$ cat config.mk
export PLATFORM = sky130hd
export DESIGN_NAME = alu_issue_ctrl_24bit
export DESIGN_NICKNAME = d
export VERILOG_FILES = /design/src/rtl/alu_issue_ctrl_24bit_pkg.sv /design/src/rtl/alu_issue_ctrl_24bit_mul_seq.sv /design/src/rtl/alu_issue_ctrl_24bit.sv
export SDC_FILE = /design/constraint.sdc
export NUM_CORES = 1
export LEC_CHECK = 0
export ABC_AREA = 1
export BUFFER_PORTS_ARGS = -buffer_cell sky130_fd_sc_hd__buf_2
export CORE_MARGIN = 5
export CORE_UTILIZATION = 40
export DETAILED_ROUTE_END_ITERATION = 7
export SKIP_LAST_GASP = 1
export SLEW_MARGIN = 20
export SYNTH_ARGS = -nofsm -noshare
export SYNTH_HDL_FRONTEND = slang
export SYNTH_SLANG_ARGS = --single-unit
export TNS_END_PERCENT = 50
$ cat constraint.sdc
create_clock -name i_clk -period 2.4 [get_ports i_clk]
set_clock_uncertainty 0.2 [all_clocks]
set_input_delay 0.24 -clock i_clk [delete_from_list [all_inputs] [get_ports i_clk]]
set_output_delay 0.24 -clock i_clk [all_outputs]
set_load 0.01 [all_outputs]
$ cat src/rtl/alu_issue_ctrl_24bit_pkg.sv
// Shared constants for the 24-bit ALU issue controller.
// Holds request opcodes, ALUOp encodings, flag bit positions and the FSM state type.
package alu_pkg;

  localparam logic [3:0] OP_AND = 4'd0;
  localparam logic [3:0] OP_OR  = 4'd1;
  localparam logic [3:0] OP_ADD = 4'd2;
  localparam logic [3:0] OP_SUB = 4'd3;
  localparam logic [3:0] OP_SLT = 4'd4;
  localparam logic [3:0] OP_NOR = 4'd5;
  localparam logic [3:0] OP_MUL = 4'd6;
  localparam logic [3:0] OP_CMP = 4'd7;

  localparam logic [1:0] ALU_AND = 2'b00;
  localparam logic [1:0] ALU_OR  = 2'b01;
  localparam logic [1:0] ALU_ADD = 2'b10;
  localparam logic [1:0] ALU_SLT = 2'b11;

  localparam int FLAG_Z = 3;
  localparam int FLAG_N = 2;
  localparam int FLAG_V = 1;
  localparam int FLAG_C = 0;

  localparam int MUL_STEPS = 24;

  typedef enum logic [1:0] {
    ST_IDLE = 2'd0,
    ST_EXEC = 2'd1,
    ST_MUL  = 2'd2,
    ST_RESP = 2'd3
  } state_t;

endpackage

$ cat src/rtl/alu_issue_ctrl_24bit_mul_seq.sv
// Shift-and-add multiply sequencer; the add itself is done by the shared external ALU.
// Produces the low WIDTH bits of the product after MUL_STEPS iterations.
module alu_mul_seq
  import alu_pkg::*;
#(
  parameter int WIDTH = 24
) (
  input  logic             i_clk,
  input  logic             i_rst_n,
  input  logic             i_start,
  input  logic             i_step,
  input  logic [WIDTH-1:0] i_a,
  input  logic [WIDTH-1:0] i_b,
  input  logic [WIDTH-1:0] i_sum,
  output logic [WIDTH-1:0] o_acc,
  output logic [WIDTH-1:0] o_mcand,
  output logic [WIDTH-1:0] o_acc_next,
  output logic             o_done
);

  logic [WIDTH-1:0] r_acc;
  logic [WIDTH-1:0] r_mcand;
  logic [WIDTH-1:0] r_mplier;
  logic [4:0]       r_count;
  logic [WIDTH-1:0] w_acc_next;

  assign w_acc_next = r_mplier[0] ? i_sum : r_acc;
  assign o_acc      = r_acc;
  assign o_mcand    = r_mcand;
  assign o_acc_next = w_acc_next;
  // done marks the final iteration so the controller can capture w_acc_next that same edge
  assign o_done     = i_step && (r_count == 5'(MUL_STEPS - 1));

  always_ff @(posedge i_clk or negedge i_rst_n) begin
    if (!i_rst_n) begin
      r_acc    <= '0;
      r_mcand  <= '0;
      r_mplier <= '0;
      r_count  <= '0;
    end else if (i_start) begin
      r_acc    <= '0;
      r_mcand  <= i_a;
      r_mplier <= i_b;
      r_count  <= '0;
    end else if (i_step) begin
      r_acc    <= w_acc_next;
      r_mcand  <= r_mcand << 1;
      r_mplier <= r_mplier >> 1;
      r_count  <= r_count + 5'd1;
    end
  end

endmodule

$ cat src/rtl/alu_issue_ctrl_24bit.sv
// Issue controller between decode and the 24-bit ALU: drives ALU controls,
// captures result/flags and returns them over a response handshake; sequences MUL.
module alu_issue_ctrl_24bit
  import alu_pkg::*;
#(
  parameter int WIDTH = 24,
  parameter int OPW   = 4
) (
  input  logic             i_clk,
  input  logic             i_rst_n,
  input  logic             i_req_valid,
  output logic             o_req_ready,
  input  logic [OPW-1:0]   i_req_op,
  input  logic [WIDTH-1:0] i_req_a,
  input  logic [WIDTH-1:0] i_req_b,
  output logic [WIDTH-1:0] o_alu_a,
  output logic [WIDTH-1:0] o_alu_b,
  output logic [1:0]       o_alu_op,
  output logic             o_alu_ainvert,
  output logic             o_alu_bnegate,
  input  logic [WIDTH-1:0] i_alu_result,
  input  logic             i_alu_zero,
  input  logic             i_alu_overflow,
  input  logic             i_alu_carryout,
  output logic             o_rsp_valid,
  input  logic             i_rsp_ready,
  output logic [WIDTH-1:0] o_rsp_result,
  output logic [3:0]       o_rsp_flags,
  output logic             o_rsp_err
);

  state_t           r_state;
  state_t           w_state_next;
  logic [OPW-1:0]   r_op;
  logic [WIDTH-1:0] r_a;
  logic [WIDTH-1:0] r_b;
  logic             r_req_ready;
  logic             r_rsp_valid;
  logic [WIDTH-1:0] r_rsp_result;
  logic [3:0]       r_rsp_flags;
  logic             r_rsp_err;

  logic             w_accept;
  logic             w_rsp_fire;
  logic             w_op_legal;
  logic             w_logic_op;
  logic             w_mul_start;
  logic             w_mul_step;
  logic             w_mul_done;
  logic [WIDTH-1:0] w_mul_acc;
  logic [WIDTH-1:0] w_mul_mcand;
  logic [WIDTH-1:0] w_mul_acc_next;
  logic [WIDTH-1:0] w_exec_result;
  logic [3:0]       w_exec_flags;
  logic [3:0]       w_mul_flags;

  assign w_accept    = (r_state == ST_IDLE) && i_req_valid && r_req_ready;
  assign w_rsp_fire  = r_rsp_valid && i_rsp_ready;
  assign w_op_legal  = (i_req_op <= OP_CMP);
  assign w_mul_start = w_accept && (i_req_op == OP_MUL);
  assign w_mul_step  = (r_state == ST_MUL);
  assign w_logic_op  = (r_op == OP_AND) || (r_op == OP_OR) || (r_op == OP_NOR);

  alu_mul_seq #(.WIDTH(WIDTH)) u_mul_seq (
    .i_clk      (i_clk),
    .i_rst_n    (i_rst_n),
    .i_start    (w_mul_start),
    .i_step     (w_mul_step),
    .i_a        (i_req_a),
    .i_b        (i_req_b),
    .i_sum      (i_alu_result),
    .o_acc      (w_mul_acc),
    .o_mcand    (w_mul_mcand),
    .o_acc_next (w_mul_acc_next),
    .o_done     (w_mul_done)
  );

  always_ff @(posedge i_clk or negedge i_rst_n) begin
    if (!i_rst_n) r_state <= ST_IDLE;
    else          r_state <= w_state_next;
  end

  always_comb begin
    w_state_next = r_state;
    case (r_state)
      ST_IDLE: if (w_accept) begin
        if (!w_op_legal)              w_state_next = ST_RESP;
        else if (i_req_op == OP_MUL)  w_state_next = ST_MUL;
        else                          w_state_next = ST_EXEC;
      end
      ST_EXEC: w_state_next = ST_RESP;
      ST_MUL:  if (w_mul_done) w_state_next = ST_RESP;
      ST_RESP: if (w_rsp_fire) w_state_next = ST_IDLE;
      default: w_state_next = ST_IDLE;
    endcase
  end

  // The ALU sees the registered operands in EXEC and the multiply datapath in MUL; idle otherwise
  always_comb begin
    o_alu_a       = '0;
    o_alu_b       = '0;
    o_alu_op      = ALU_AND;
    o_alu_ainvert = 1'b0;
    o_alu_bnegate = 1'b0;
    if (r_state == ST_EXEC) begin
      o_alu_a = r_a;
      o_alu_b = r_b;
      case (r_op)
        OP_AND: o_alu_op = ALU_AND;
        OP_OR:  o_alu_op = ALU_OR;
        OP_ADD: o_alu_op = ALU_ADD;
        OP_SUB, OP_CMP: begin
          o_alu_op      = ALU_ADD;
          o_alu_bnegate = 1'b1;
        end
        OP_SLT: begin
          o_alu_op      = ALU_SLT;
          o_alu_bnegate = 1'b1;
        end
        OP_NOR: begin
          o_alu_op      = ALU_AND;
          o_alu_ainvert = 1'b1;
          o_alu_bnegate = 1'b1;
        end
        default: o_alu_op = ALU_AND;
      endcase
    end else if (r_state == ST_MUL) begin
      o_alu_a  = w_mul_acc;
      o_alu_b  = w_mul_mcand;
      o_alu_op = ALU_ADD;
    end
  end

  always_comb begin
    w_exec_result          = (r_op == OP_CMP) ? '0 : i_alu_result;
    w_exec_flags           = '0;
    w_exec_flags[FLAG_Z]   = i_alu_zero;
    w_exec_flags[FLAG_N]   = i_alu_result[WIDTH-1];
    w_exec_flags[FLAG_V]   = w_logic_op ? 1'b0 : i_alu_overflow;
    w_exec_flags[FLAG_C]   = w_logic_op ? 1'b0 : i_alu_carryout;
    w_mul_flags            = '0;
    w_mul_flags[FLAG_Z]    = (w_mul_acc_next == '0);
    w_mul_flags[FLAG_N]    = w_mul_acc_next[WIDTH-1];
  end

  always_ff @(posedge i_clk or negedge i_rst_n) begin
    if (!i_rst_n) begin
      r_op         <= '0;
      r_a          <= '0;
      r_b          <= '0;
      r_req_ready  <= 1'b0;
      r_rsp_valid  <= 1'b0;
      r_rsp_result <= '0;
      r_rsp_flags  <= '0;
      r_rsp_err    <= 1'b0;
    end else begin
      case (r_state)
        ST_IDLE: begin
          if (w_accept) begin
            r_req_ready <= 1'b0;
            r_op        <= i_req_op;
            r_a         <= i_req_a;
            r_b         <= i_req_b;
            if (!w_op_legal) begin
              r_rsp_valid  <= 1'b1;
              r_rsp_err    <= 1'b1;
              r_rsp_result <= '0;
              r_rsp_flags  <= '0;
            end
          end else begin
            r_req_ready <= 1'b1;
          end
        end
        ST_EXEC: begin
          r_rsp_valid  <= 1'b1;
          r_rsp_err    <= 1'b0;
          r_rsp_result <= w_exec_result;
          r_rsp_flags  <= w_exec_flags;
        end
        ST_MUL: begin
          if (w_mul_done) begin
            r_rsp_valid  <= 1'b1;
            r_rsp_err    <= 1'b0;
            r_rsp_result <= w_mul_acc_next;
            r_rsp_flags  <= w_mul_flags;
          end
        end
        ST_RESP: begin
          if (w_rsp_fire) begin
            r_rsp_valid <= 1'b0;
            r_req_ready <= 1'b1;
          end
        end
        default: r_req_ready <= 1'b0;
      endcase
    end
  end

  assign o_req_ready  = r_req_ready;
  assign o_rsp_valid  = r_rsp_valid;
  assign o_rsp_result = r_rsp_result;
  assign o_rsp_flags  = r_rsp_flags;
  assign o_rsp_err    = r_rsp_err;

endmodule
==> results of run 1 <==
-- kinds of logic after synthesis --
logic type                 Yosys count  synth area share
adders and majority gates            5           0.00793
buffers and inverters              131            0.0688
and+or+nand+nor                    557             0.276
AOI/OAI and AO/OA                  178             0.132
DFF                                162             0.514
xor gates and xnor gates             1           0.00111
-- Yosys cell counts, types with 2 or more instances --
cell / instances / area (um2)
nor2_1: 21 / 78.8
o21ai_0: 86 / 430
buf_6: 2 / 22.5
inv_2: 3 / 11.3
o221ai_1: 5 / 43.8
o22ai_1: 2 / 12.5
nand2_1: 487 / 1830
buf_1: 4 / 15.0
nor3_1: 3 / 15.0
ha_1: 5 / 62.6
nand4_1: 2 / 12.5
o31ai_1: 12 / 90.1
clkbuf_1: 31 / 116
a21oi_1: 31 / 155
buf_2: 20 / 100
buf_4: 3 / 22.5
nor2_4: 2 / 22.5
inv_1: 67 / 251
a211oi_1: 2 / 15.0
dfrtp_1: 162 / 4050
o211ai_1: 19 / 143
nand3_1: 40 / 200
a22oi_1: 19 / 143
-- stage by stage --
stage	setup TNS (ns)	area, um2	cells	hold WS [ns]	setup WS [ns]
5_1_grt	-1.06	10600	1546	0.0593	-0.0759
2_1_floorplan	0	7890	1034	-0.256	0.490
6_report	0	10600	1546	0.0166	0.0266
3_3_place_gp	0	9080	1431	0.0651	0.00642
3_5_place_dp	-0.0226	9080	1431	0.0649	-0.0226
4_1_cts	-0.00200	10500	1541	0.00913	-0.00200
-- report_power, final --
group          switching [W]  total (W)  internal, W
combinational        0.00356    0.00559      0.00202
sequential          0.000631    0.00442      0.00379
clock                0.00111    0.00283      0.00172
-- layout make-up --
| class | instances | area [um2] | share of cell area |
|---|---|---|---|
| multi-input combinational | 742 | 3360 | 0.318 |
| clock buffer | 23 | 478 | 0.0451 |
| clock inverter | 8 | 128 | 0.0121 |
| timing repair buffer | 275 | 1960 | 0.185 |
| sequential | 162 | 4050 | 0.383 |
| tap | 265 | 332 | 0.0313 |
| inverter | 71 | 270 | 0.0255 |
-- flip-flops by register name (all words and copies together) (netlist names) --
name	count
r_state	2
u_mul_seq.o_acc	24
u_mul_seq.r_count	5
o_rsp_err	1
o_rsp_flags	4
o_rsp_valid	1
o_rsp_result	24
o_req_ready	1
r_a	24
r_b	24
u_mul_seq.o_mcand	24
u_mul_seq.r_mplier	24
r_op	4
-- worst max-delay path, cell delays in order (launching register included) --
cell and delay (ns):
dfrtp_1 0.43, inv_2 0.08, ha_4 0.19, clkinvlp_4 0.11, nand2_4 0.07, buf_6 0.16
o21ai_0 0.26, buf_2 0.19
-- final timing paths --
check | start | to | slack [ns] | cells past startpoint
hold / removal | i_alu_result[1] | o_rsp_result[1] | 0.02 | 5
min in group asynchronous | i_rst_n | u_mul_seq.o_acc[23] | 0.15 | 2
setup reg to reg | r_state[0] | o_rsp_result[9] | 0.12 | 8
hold reg to reg | o_rsp_result[23] | o_rsp_result[23] | 0.27 | 2
max in group asynchronous | i_rst_n | u_mul_seq.r_mplier[14] | 1.19 | 3
setup / recovery | r_state[1] | o_alu_a[1] | 0.03 | 7
-- metal layers --
layer  up-vias  routed length, um  global-route usage
met5         -                  0                   0
met4         0                324              0.0558
met3        25               1680              0.0458
met2       248              11600               0.363
met1      3624              11500               0.315
li1       3791                  -                   -
-- what timing repair did --
action | CTS | global route
setup endpoints to repair | 31 | 93
gates cloned | 0 | 2
hold endpoints to repair | 177 | 0
pin swaps | 1 | 2
gates resized for setup | 6 | 14
hold buffers | 77 | 0
buffers inserted | 2 | 3
==> qor.yml, run 1 <==
outcome: "finished, final reports clean"
powerDensity_nw_per_um2: 1210
vdd_drop_max_mv: 0.613
ys_seq_area_frac: 0.514
synth_edf_count: 0
tightest_slew_ns: 0.657
syn_avg_cell_area_um2: 7.63
first_pass_iters: 6
grt_setup_unrepaired: "yes"
grtUsageTotal: 0.226
vias_per_cell: 4.97
leakage_nw: 5.54
power_w: 0.0128
yosysWarnings: 0
htree_levels: 4
gp_congestion: 0.858
clkLatencyLatePin_ns: 0.43
slew_headroom: 0.561
final_cell_mix: "nand2_1 (486), buf_2 (164), dfrtp_1 (162)"
tritoncts: "yes"
finalSetupViolations: 0
root_buffer: "clkbuf_16"
die_y_um: 150
arrival_ns: 1.93
netlist_area_um2: 7890
synthArstFlopShare: 1.00
final_nets: 1357
diodes: 0
cts_buffers: 17
grt_overflow: 0
fin_crit_sh: 0.989
synthFlopType: "dfrtp_1"
startpoint_type: "register"
ys_seq_elements: 162
num_vias: 7688
n_fill_cell: 1883
die_x_um: 150
post-route-util: 0.544
fin_crit_ns: 2.37
end_kind: "output pin"
drive_above_1_share: 0.190
drt_wl_total_um: 25100
layout_commonest_cell: "nand2_1"
grt_max_degree: 74
port_buffers: 165
antenna_left: 0
worstPathMaxFanout: 18
netlist_instances: 1034
clockBufferDepth: 2
max_freq_mhz: 421
grt_pass1_wl_um: 40200
start_util: 0.406
crit_type: "reg -> out"
first_iter_violations: 464
drt_drc_violations_left: 0
core_area_um2: 19500
antenna_found_initial: 0
synth_cell_type_count: 29
std_cell_rows: 51
drv_slew: 0
min_path_type: "in -> reg"
area_growth_pct: 34.1
required_ns: 1.96
syn_nets: 1122
io_pins: 166
grt_pass1_vias: 7599
hold_viol_final: 0
cts.sinks: 162
wl_per_cell_um: 16.2
dieArea_um2: 22600
path_clk_slew_ns: 0.06
cap_violations: 0
hpwl_um: 16800
No activity file was read; power rests on OpenSTA's default activity.
==> run 2: changes to the inputs <==
--- a/config.mk
+++ b/config.mk
@@ -7,9 +7,12 @@
 export LEC_CHECK = 0
 export ABC_AREA = 1
 export BUFFER_PORTS_ARGS = -buffer_cell sky130_fd_sc_hd__buf_2
+export CELL_PAD_IN_SITES_DETAIL_PLACEMENT = 0
+export CELL_PAD_IN_SITES_GLOBAL_PLACEMENT = 2
 export CORE_MARGIN = 5
-export CORE_UTILIZATION = 40
+export CORE_UTILIZATION = 31
 export DETAILED_ROUTE_END_ITERATION = 7
+export PLACE_DENSITY_LB_ADDON = 0.1
 export SKIP_LAST_GASP = 1
 export SLEW_MARGIN = 20
 export SYNTH_ARGS = -nofsm -noshare
==> constraint.sdc (replaced) <==
create_clock -name i_clk -period 2.4 [get_ports i_clk]
set_clock_uncertainty 0.2 [all_clocks]
set_input_delay 0.72 -clock i_clk [delete_from_list [all_inputs] [get_ports i_clk]]
set_output_delay 0.72 -clock i_clk [all_outputs]
set_load 0.01 [all_outputs]
==> run 2 against run 1 <==
  * The run now ends with setup timing left
  * Sequential share of layout area shrank 0.40 points
  * Critical path depth fell by 1
  * Cell count rose by 2.1%
  * Design area increased by 1.1%
  * Routed wire length increased by 14%
  * Hold slack got worse by 0.0063 ns
  * Fmax decreased by 13%
  * Core utilization is 12 points lower
  * Global-route usage decreased by 3.1 points
  * Flip-flop and latch count is the same
  * Critical path type unchanged
==> qor.yml, run 2 (synthesis results as in run 1) <==
outcome: "finished with violations"
failed_checks: "setup timing"
crit_type: "reg -> out"
seqCellArea_um2: 4060
worstPathMaxFanout: 12
n_fill_cell: 2691
cts_buffers: 17
antenna_left: 0
holdBufCountCts: 0
leakage_nw: 5.62
cpMaxStageDelayCell: "dfrtp_2"
tritoncts: "yes"
fin_crit_sh: 1.14
dieArea_um2: 28800
path_cells: "inv_2 > ha_4 > nand2_8 > buf_16 > o21ai_0 > buf_2"
vias_per_cell: 4.76
clkLatencyLatePin_ns: 0.44
worstReg2RegStart: "r_state[0]"
end_kind: "output pin"
port_buffers: 165
layout_commonest_cell: "nand2_1"
die_x_um: 170
die_y_um: 170
tightest_slew_ns: 0.567
diodes: 0
grt_overflow: 0
root_buffer: "clkbuf_16"
wl_per_cell_um: 18.0
std_cell_rows: 58
arrival_ns: 1.81
drt_wl_total_um: 28500
first_iter_violations: 403
htree_levels: 4
crit_start: "r_state[0]"
max_freq_mhz: 366
powerDensity_nw_per_um2: 1310
cts.sinks: 162
worst_slack_ns: -0.333
antenna_found_initial: 0
drt_drc_violations_left: 0
min_path_type: "in -> async"
postPlaceCellArea_um2: 9480
startpoint_type: "register"
hold_viol_final: 0
finalSetupViolations: 75
num_vias: 7510
gp_congestion: 0.820
path_clk_slew_ns: 0.07
drive_above_1_share: 0.266
holdWs_ns: 0.0103
grt_setup_unrepaired: "yes"
crit_family: "flip-flops"
required_ns: 1.48
cap_violations: 0
final_area_um2: 10700
io_pins: 166
fin_crit_ns: 2.73
area_growth_pct: 35.6
start_util: 0.314
slew_headroom: 0.622
place_worst_setup_slack_ns: -0.0400
clockBufferDepth: 2
hpwl_um: 19700
core_area_um2: 25100
first_pass_iters: 4
drv_slew: 0
critPathBufInv: 3
critPathMaxStageDelay_ns: 0.44
final_nets: 1323
grt_max_degree: 64
grt_pass1_wl_um: 43700
grtUsageTotal: 0.195
grt_pass1_vias: 7475
final_cell_mix: "nand2_1 (472), dfrtp_1 (161), buf_2 (156)"
vdd_drop_max_mv: 0.543
multi_input_area_um2: 3590
[run 2: final timing paths]
kind / endpoint / slack, ns / cells after the start
max in group asynchronous: r_a[15] / 1.39 / 2
worst max register to register: o_rsp_result[15] / -0.17 / 13
worst min register to register: u_mul_seq.r_count[4] / 0.27 / 1
worst max-delay path: o_alu_a[8] / -0.33 / 6
min in group i_clk: u_mul_seq.r_count[4] / 0.27 / 1
worst min-delay path: u_mul_seq.r_mplier[6] / 0.01 / 1
[run 2: power breakdown]
| part | switching [W] | total, W | internal, W |
|---|---|---|---|
| clock | 0.00132 | 0.00291 | 0.00159 |
| combinational | 0.00399 | 0.00664 | 0.00264 |
| sequential | 0.000668 | 0.00446 | 0.00379 |
| total | 0.00598 | 0.0140 | 0.00802 |
[run 2: layout make-up]
class                   instances  area share
multi-input cells             742       0.336
flip-flops and latches        162       0.379
clock inverters                15      0.0179
repair buffers                241       0.164
clock buffers                  17      0.0398
well taps                     330      0.0386
inverters                      71      0.0256
[run 2: repair_timing]
| action | in CTS | in global routing |
|---|---|---|
| endpoints found under the setup margin | 52 | 78 |
| gates cloned | 3 | 4 |
| pin swaps | 3 | 15 |
| setup buffers | 5 | 7 |
| resized for setup | 41 | 83 |
[run 2: stage by stage]
step,utilization,std cells,total power (W),TNS (ns)
floorplan,-,1034,0.00776,0
global placement,0.377,1528,0.0101,-0.00948
detailed placement,0.377,1528,0.0101,-0.0400
CTS,0.411,1568,0.0135,-15.47
global route,0.426,1578,0.0151,-25.28
finish,0.426,1578,0.0140,-15.86
[run 2: routing by layer]
layer	GRT usage	vias to the layer above	wire length, um
met5	0	-	0
met4	0.0406	0	394
met3	0.0352	26	1270
met2	0.310	182	13400
met1	0.280	3573	13400
li1	-	3729	-
